`src/rtl/md5_padder.sv`:
```
// MD5 padding front end: packs a byte stream into 512-bit little-endian
// blocks, appends the 0x80 marker, zero fill and the 64-bit bit length,
// and offers each block to the round core over valid/ready.
module md5_padder #(
  parameter int unsigned LEN_W = 64
) (
  input  logic         clk_i,
  input  logic         rst_i,
  input  logic [7:0]   in_data_i,
  input  logic         in_valid_i,
  input  logic         in_last_i,
  input  logic         in_empty_i,
  output logic         in_ready_o,
  output logic [511:0] blk_o,
  output logic         blk_valid_o,
  output logic         blk_last_o,
  input  logic         blk_ready_i
);

  typedef enum logic [2:0] {FILL, PAD, LEN, OUT, OUT2} state_t;

  state_t             state, state_nx;
  logic [5:0]         ptr;
  logic               carry;      // pointer reached 64 on the final byte
  logic [LEN_W-1:0]   count;
  logic [511:0]       blk;
  logic               last;
  logic               extra;      // a second padding block is still owed
  logic               run;        // low until the first edge after reset
  logic [63:0]        bitlen;
  logic               take;
  logic               empty_go;
  logic               hs;

  assign in_ready_o  = run && (state == FILL);
  assign blk_valid_o = (state == OUT) || (state == OUT2);
  assign blk_o       = blk;
  assign blk_last_o  = last;

  assign take     = in_valid_i && in_ready_o;
  assign empty_go = in_ready_o && in_empty_i && !take && (ptr == 6'd0) && !carry && (count == '0);
  assign hs       = blk_valid_o && blk_ready_i;
  assign bitlen   = 64'({count, 3'b000});

  // State register
  always_ff @(posedge clk_i or negedge rst_i) begin
    if (!rst_i) state <= FILL;
    else        state <= state_nx;
  end

  // Next-state decode
  always_comb begin
    state_nx = state;
    unique case (state)
      FILL: begin
        if (take && in_last_i)            state_nx = PAD;
        else if (take && ptr == 6'd63)    state_nx = OUT;
        else if (empty_go)                state_nx = PAD;
      end
      PAD:  state_nx = (carry || ptr >= 6'd56) ? OUT : LEN;
      LEN:  state_nx = extra ? OUT2 : OUT;
      OUT:  if (hs) state_nx = extra ? LEN : FILL;
      OUT2: if (hs) state_nx = FILL;
      default: state_nx = FILL;
    endcase
  end

  // Block assembly, pointer/count bookkeeping and padding
  always_ff @(posedge clk_i or negedge rst_i) begin
    if (!rst_i) begin
      ptr   <= '0;
      carry <= 1'b0;
      count <= '0;
      blk   <= '0;
      last  <= 1'b0;
      extra <= 1'b0;
      run   <= 1'b0;
    end else begin
      run <= 1'b1;
      unique case (state)
        FILL: begin
          if (take) begin
            blk[{ptr, 3'b000} +: 8] <= in_data_i;
            count <= count + LEN_W'(1);
            if (in_last_i) {carry, ptr} <= {1'b0, ptr} + 7'd1;
            else           ptr <= ptr + 6'd1;
          end
        end
        PAD: begin
          // Zeroing every byte above p is harmless when p<=55: LEN
          // overwrites bytes 56..63 on the next cycle.
          if (!carry) begin
            for (int unsigned i = 0; i < 64; i++) begin
              if (i == 32'(ptr))     blk[i*8 +: 8] <= 8'h80;
              else if (i > 32'(ptr)) blk[i*8 +: 8] <= 8'h00;
            end
          end
          extra <= carry || (ptr >= 6'd56);
          last  <= 1'b0;
        end
        LEN: begin
          blk[511:448] <= bitlen;
          last         <= 1'b1;
        end
        OUT: begin
          if (hs) begin
            if (extra) begin
              blk[447:0] <= '0;
              if (carry) blk[7:0] <= 8'h80;
            end else begin
              if (last) count <= '0;
              ptr   <= '0;
              carry <= 1'b0;
              last  <= 1'b0;
            end
          end
        end
        OUT2: begin
          if (hs) begin
            count <= '0;
            ptr   <= '0;
            carry <= 1'b0;
            last  <= 1'b0;
            extra <= 1'b0;
          end
        end
        default: ;
      endcase
    end
  end

endmodule
```
`config.mk`:
```
export PLATFORM = sky130hd
export DESIGN_NAME = md5_padder
export DESIGN_NICKNAME = d
export VERILOG_FILES = /design/src/rtl/md5_padder.sv
export SDC_FILE = /design/constraint.sdc
export NUM_CORES = 1
export LEC_CHECK = 0
export CORE_MARGIN = 1
export CORE_UTILIZATION = 42
export CTS_CLUSTER_SIZE = 12
export DETAILED_ROUTE_END_ITERATION = 8
export GPL_TIMING_DRIVEN = 0
export PLACE_DENSITY = 0.67
export SKIP_LAST_GASP = 1
export SYNTH_ARGS = -nofsm -noshare
export SYNTH_HDL_FRONTEND = slang
export SYNTH_SLANG_ARGS = --single-unit
export TNS_END_PERCENT = 5
```
`constraint.sdc`:
```
create_clock -name clk_i -period 3.31 [get_ports clk_i]
set_input_delay 0.662 -clock clk_i [delete_from_list [all_inputs] [get_ports clk_i]]
set_output_delay 0.662 -clock clk_i [all_outputs]
set_load 0.005 [all_outputs]
```
==> impl_metrics.py <==
metrics = {
    "sta": {
        "setup_viol_count_final": 259,
        "post-route-min-period_ns": 3.57,
        "rsz0062_at_grt": "yes",
        "fin_worst_skew_ns": 0.0204,
        "drv_slew": 22,
        "hold_viol": 0,
        "period_share_pct": 108,
        "fmax_mhz": 280,
        "worst_pin_slew_ns": 1.61,
        "setup_ws_ns": -0.264,
        "max-slew-margin-rel_pct": -7.32,
    },
    "status": {
        "violations": "capacitance limit, slew limit, setup timing",
        "status": "complete, but fails checks",
    },
    "global_routing": {
        "grt_antenna_before_repair": 2,
        "grt_pass1_wl_mm": 191,
        "gr-usage-all-layers_pct": 40.3,
        "grt_max_degree": 130,
        "overflow": 0,
        "grt_pass1_vias": 25600,
    },
    "synthesis": {
        "synthTopCellsByArea": "dfrtp_1 55%, a22o_1 5.9%, o2bb2ai_1 5.3%, mux2_2 3.0%, nand2_1 3.0%",
        "synth_top_flop_cell": "dfrtp_1",
        "yosysWarnings": 0,
        "synth.avg_cell_area_um2": 10.8,
        "synth_top_family_by_area": "compound AO/OA/AOI/OAI gates",
        "synth_xor_area_share_pct": 1.52,
        "async_reset_ff_share_pct": 100,
        "syn-cell-area_um2": 27000,
        "synth_edf_count": 0,
        "synth_cell_types": 99,
        "synthAdderAreaFrac_pct": 0.324,
        "syn-num-nets": 2513,
        "yosysTopAreaCell": "dfrtp_1",
        "yosys.area.top_type_share_pct": 54.6,
        "ys_seq_area_share_pct": 54.6,
        "syn_inst": 2492,
        "synthSimpleGateAreaFrac_pct": 13.5,
        "synth_seq_cells": 589,
        "synth_mux_area_share_pct": 3.50,
        "synth_compound_area_share_pct": 23.0,
    },
    "routing": {
        "highest_layer": "met4",
        "dr_wl_met3_mm": 10.4,
        "drc_errors": 0,
        "first_pass_iters": 6,
        "wl_per_cell_um": 33.3,
        "dr_wl_met2_mm": 62.6,
        "routed_wl_mm": 134,
        "via_count": 25800,
        "drt_iter0_markers": 2891,
        "ant_nets": 0,
        "drt-met1-wl_mm": 51.4,
        "drt-vias-per-instance": 6.45,
    },
    "setup_path": {
        "crit_slowest_cell": "clkinv_1",
        "endpoint_kind": "register",
        "worst-path-max-fanout": 10,
        "critPathBufInv": 3,
        "cpLargestDelayFamily": "simple AND/OR/NAND/NOR gates",
        "worst-setup-path-type": "reg -> reg",
        "required_ns": 3.89,
        "crit_arrival_ns": 4.15,
        "critPathLaunchType": "register",
        "cpMostUsedCell": "buf_4",
        "slowest_delay_ns": 0.57,
        "rrSetupSlack_ns": -0.26,
        "crit_path_cell_trace": "buf_4 > buf_4 > clkinv_1 > xnor2_1 > nor2_4 > nand2_1 > nor2_2 > a22o_1",
    },
    "min_path": {
        "hp-class": "in -> reg",
    },
    "clock_network": {
        "clock_latency_ns": 0.65,
        "clk_path_buf_depth": 3,
        "cts_buffers": 61,
        "cts.clk_slew.worst_paths_ns": 0.07,
        "cts_tree": "yes",
        "clock-sinks": 589,
        "cts-root-buf": "clkbuf_16",
        "htree_levels": 2,
    },
    "placed_design": {
        "gp_congestion": 1.06,
        "io_buffer_count": 526,
        "pre_cts_ws_ns": -1.49,
        "dp_hpwl_mm": 100,
    },
    "layout": {
        "area_growth_pct": 35.7,
        "nets": 3146,
        "layout-drive-gt1-share_pct": 14.1,
    },
    "power": {
        "ir_drop_mv": 0.459,
        "total_power_mw": 25.5,
        "powerDensity_nw_per_um2": 696,
        "p_leak_nw": 15.0,
    },
    "die": {
        "die_w_um": 256,
        "std_cell_rows": 92,
        "pin_count": 529,
        "die-area_um2": 65300,
        "fp.dieH_um": 256,
        "start_util_pct": 42.6,
        "core_um2": 63300,
    },
    "job": {
        "maxCapViolCount": 2,
    },
}
## cell usage after synthesis, types with 28 or more instances
| cell type | count |
|---|---|
| a21oi_1 | 70 |
| a22o_1 | 182 |
| a32o_1 | 48 |
| buf_2 | 37 |
| clkbuf_1 | 124 |
| dfrtp_1 | 589 |
| inv_1 | 38 |
| mux2_2 | 73 |
| nand2_1 | 216 |
| nand3_1 | 95 |
| nor2_1 | 161 |
| nor3_1 | 42 |
| nor4_1 | 34 |
| o21ai_0 | 153 |
| o22ai_1 | 32 |
| o2bb2ai_1 | 164 |
| or3_1 | 28 |
| xnor2_1 | 42 |
## per-layer routing
| metal | vias up | track usage (%) |
|---|---|---|
| met5 | - | 0 |
| met1 | 13200 | 50.5 |
| li1 | 10700 | - |
| met3 | 430 | 7.71 |
| met4 | 0 | 24.1 |
| met2 | 1536 | 64.8 |
## cell families after synthesis
group	after synthesis
buffers and inverters	225
DFF	589
adders and majority gates	7
and+or+nand+nor	734
xor gates and xnor gates	46
muxes	84
AOI/OAI and AO/OA	806
other	1
## worst register-to-register path: stages, from the launching register on
cell and delay (ns):
dfrtp_1 0.52, buf_4 0.26, buf_4 0.22, clkinv_1 0.58
xnor2_1 0.45, nor2_4 0.41, nand2_1 0.41, nor2_2 0.45
a22o_1 0.22
## stage by stage
stage / hold slack, ns / setup TNS [ns] / util, % / cell area [um^2] / cells
after CTS: 0.284 / -17.09 / 57.6 / 36400 / 4004
after floorplan: 0.366 / 0 / - / 27000 / 2492
after global routing: 0.317 / -33.71 / 57.8 / 36600 / 4007
after detailed placement: 0.471 / -442.02 / 52.9 / 33500 / 3869
after global placement: 0.466 / - / 52.6 / 33300 / 3864
final: 0.308 / -21.99 / 57.9 / 36600 / 4009
## report_power, final
part           leakage [nW]  switching (mW)  internal [mW]
registers              8.16           0.302           7.55
clock network         0.952            2.92           3.97
logic                  5.93            7.69           3.04
## worst paths after layout
| path | start | end | cells after the start |
|---|---|---|---|
| setup / recovery | ptr[3] | blk_o[50] | 8 |
| max in group asynchronous | rst_i | async pin | 5 |
| setup reg to reg | ptr[3] | blk_o[50] | 8 |
| hold / removal | blk_ready_i | state[0] | 2 |
| min in group asynchronous | rst_i | blk_o[293] | 2 |
| hold reg to reg | blk_o[334] | blk_o[334] | 2 |
## placed cells by master (no fill, tap or decap), types with 73 or more instances in the layout
master | synthesis | layout
dfrtp_1 | 589 | 587
clkdlybuf4s50_1 | 0 | 525
nand3_1 | 95 | 83
clkbuf_1 | 124 | 101
o2bb2ai_1 | 164 | 162
a22o_1 | 182 | 182
o21ai_0 | 153 | 141
nand2_1 | 216 | 207
mux2_2 | 73 | 73
nor2_1 | 161 | 138
## repair_timing
| item | CTS | global route |
|---|---|---|
| hold buffers | 1 | 0 |
| endpoints found under the setup margin | 560 | 500 |
| gates resized for setup | 147 | 70 |
| cloned | 0 | 0 |
| endpoints found under the hold margin | 43 | 0 |
| pin swaps | 21 | 7 |
| buffers inserted | 44 | 6 |
## layout make-up
type,instances,area [um^2]
Clock buffer,85,1760
Antenna cell,2,5.00
Inverter,40,154
Fill cell,5421,26700
Multi-Input combinational cell,1678,12000
Buffer,173,831
Sequential cell,589,14700
Clock inverter,14,183
Tap cell,846,1060
Timing Repair Buffer,582,5900
(Power assumes the default switching activity.)
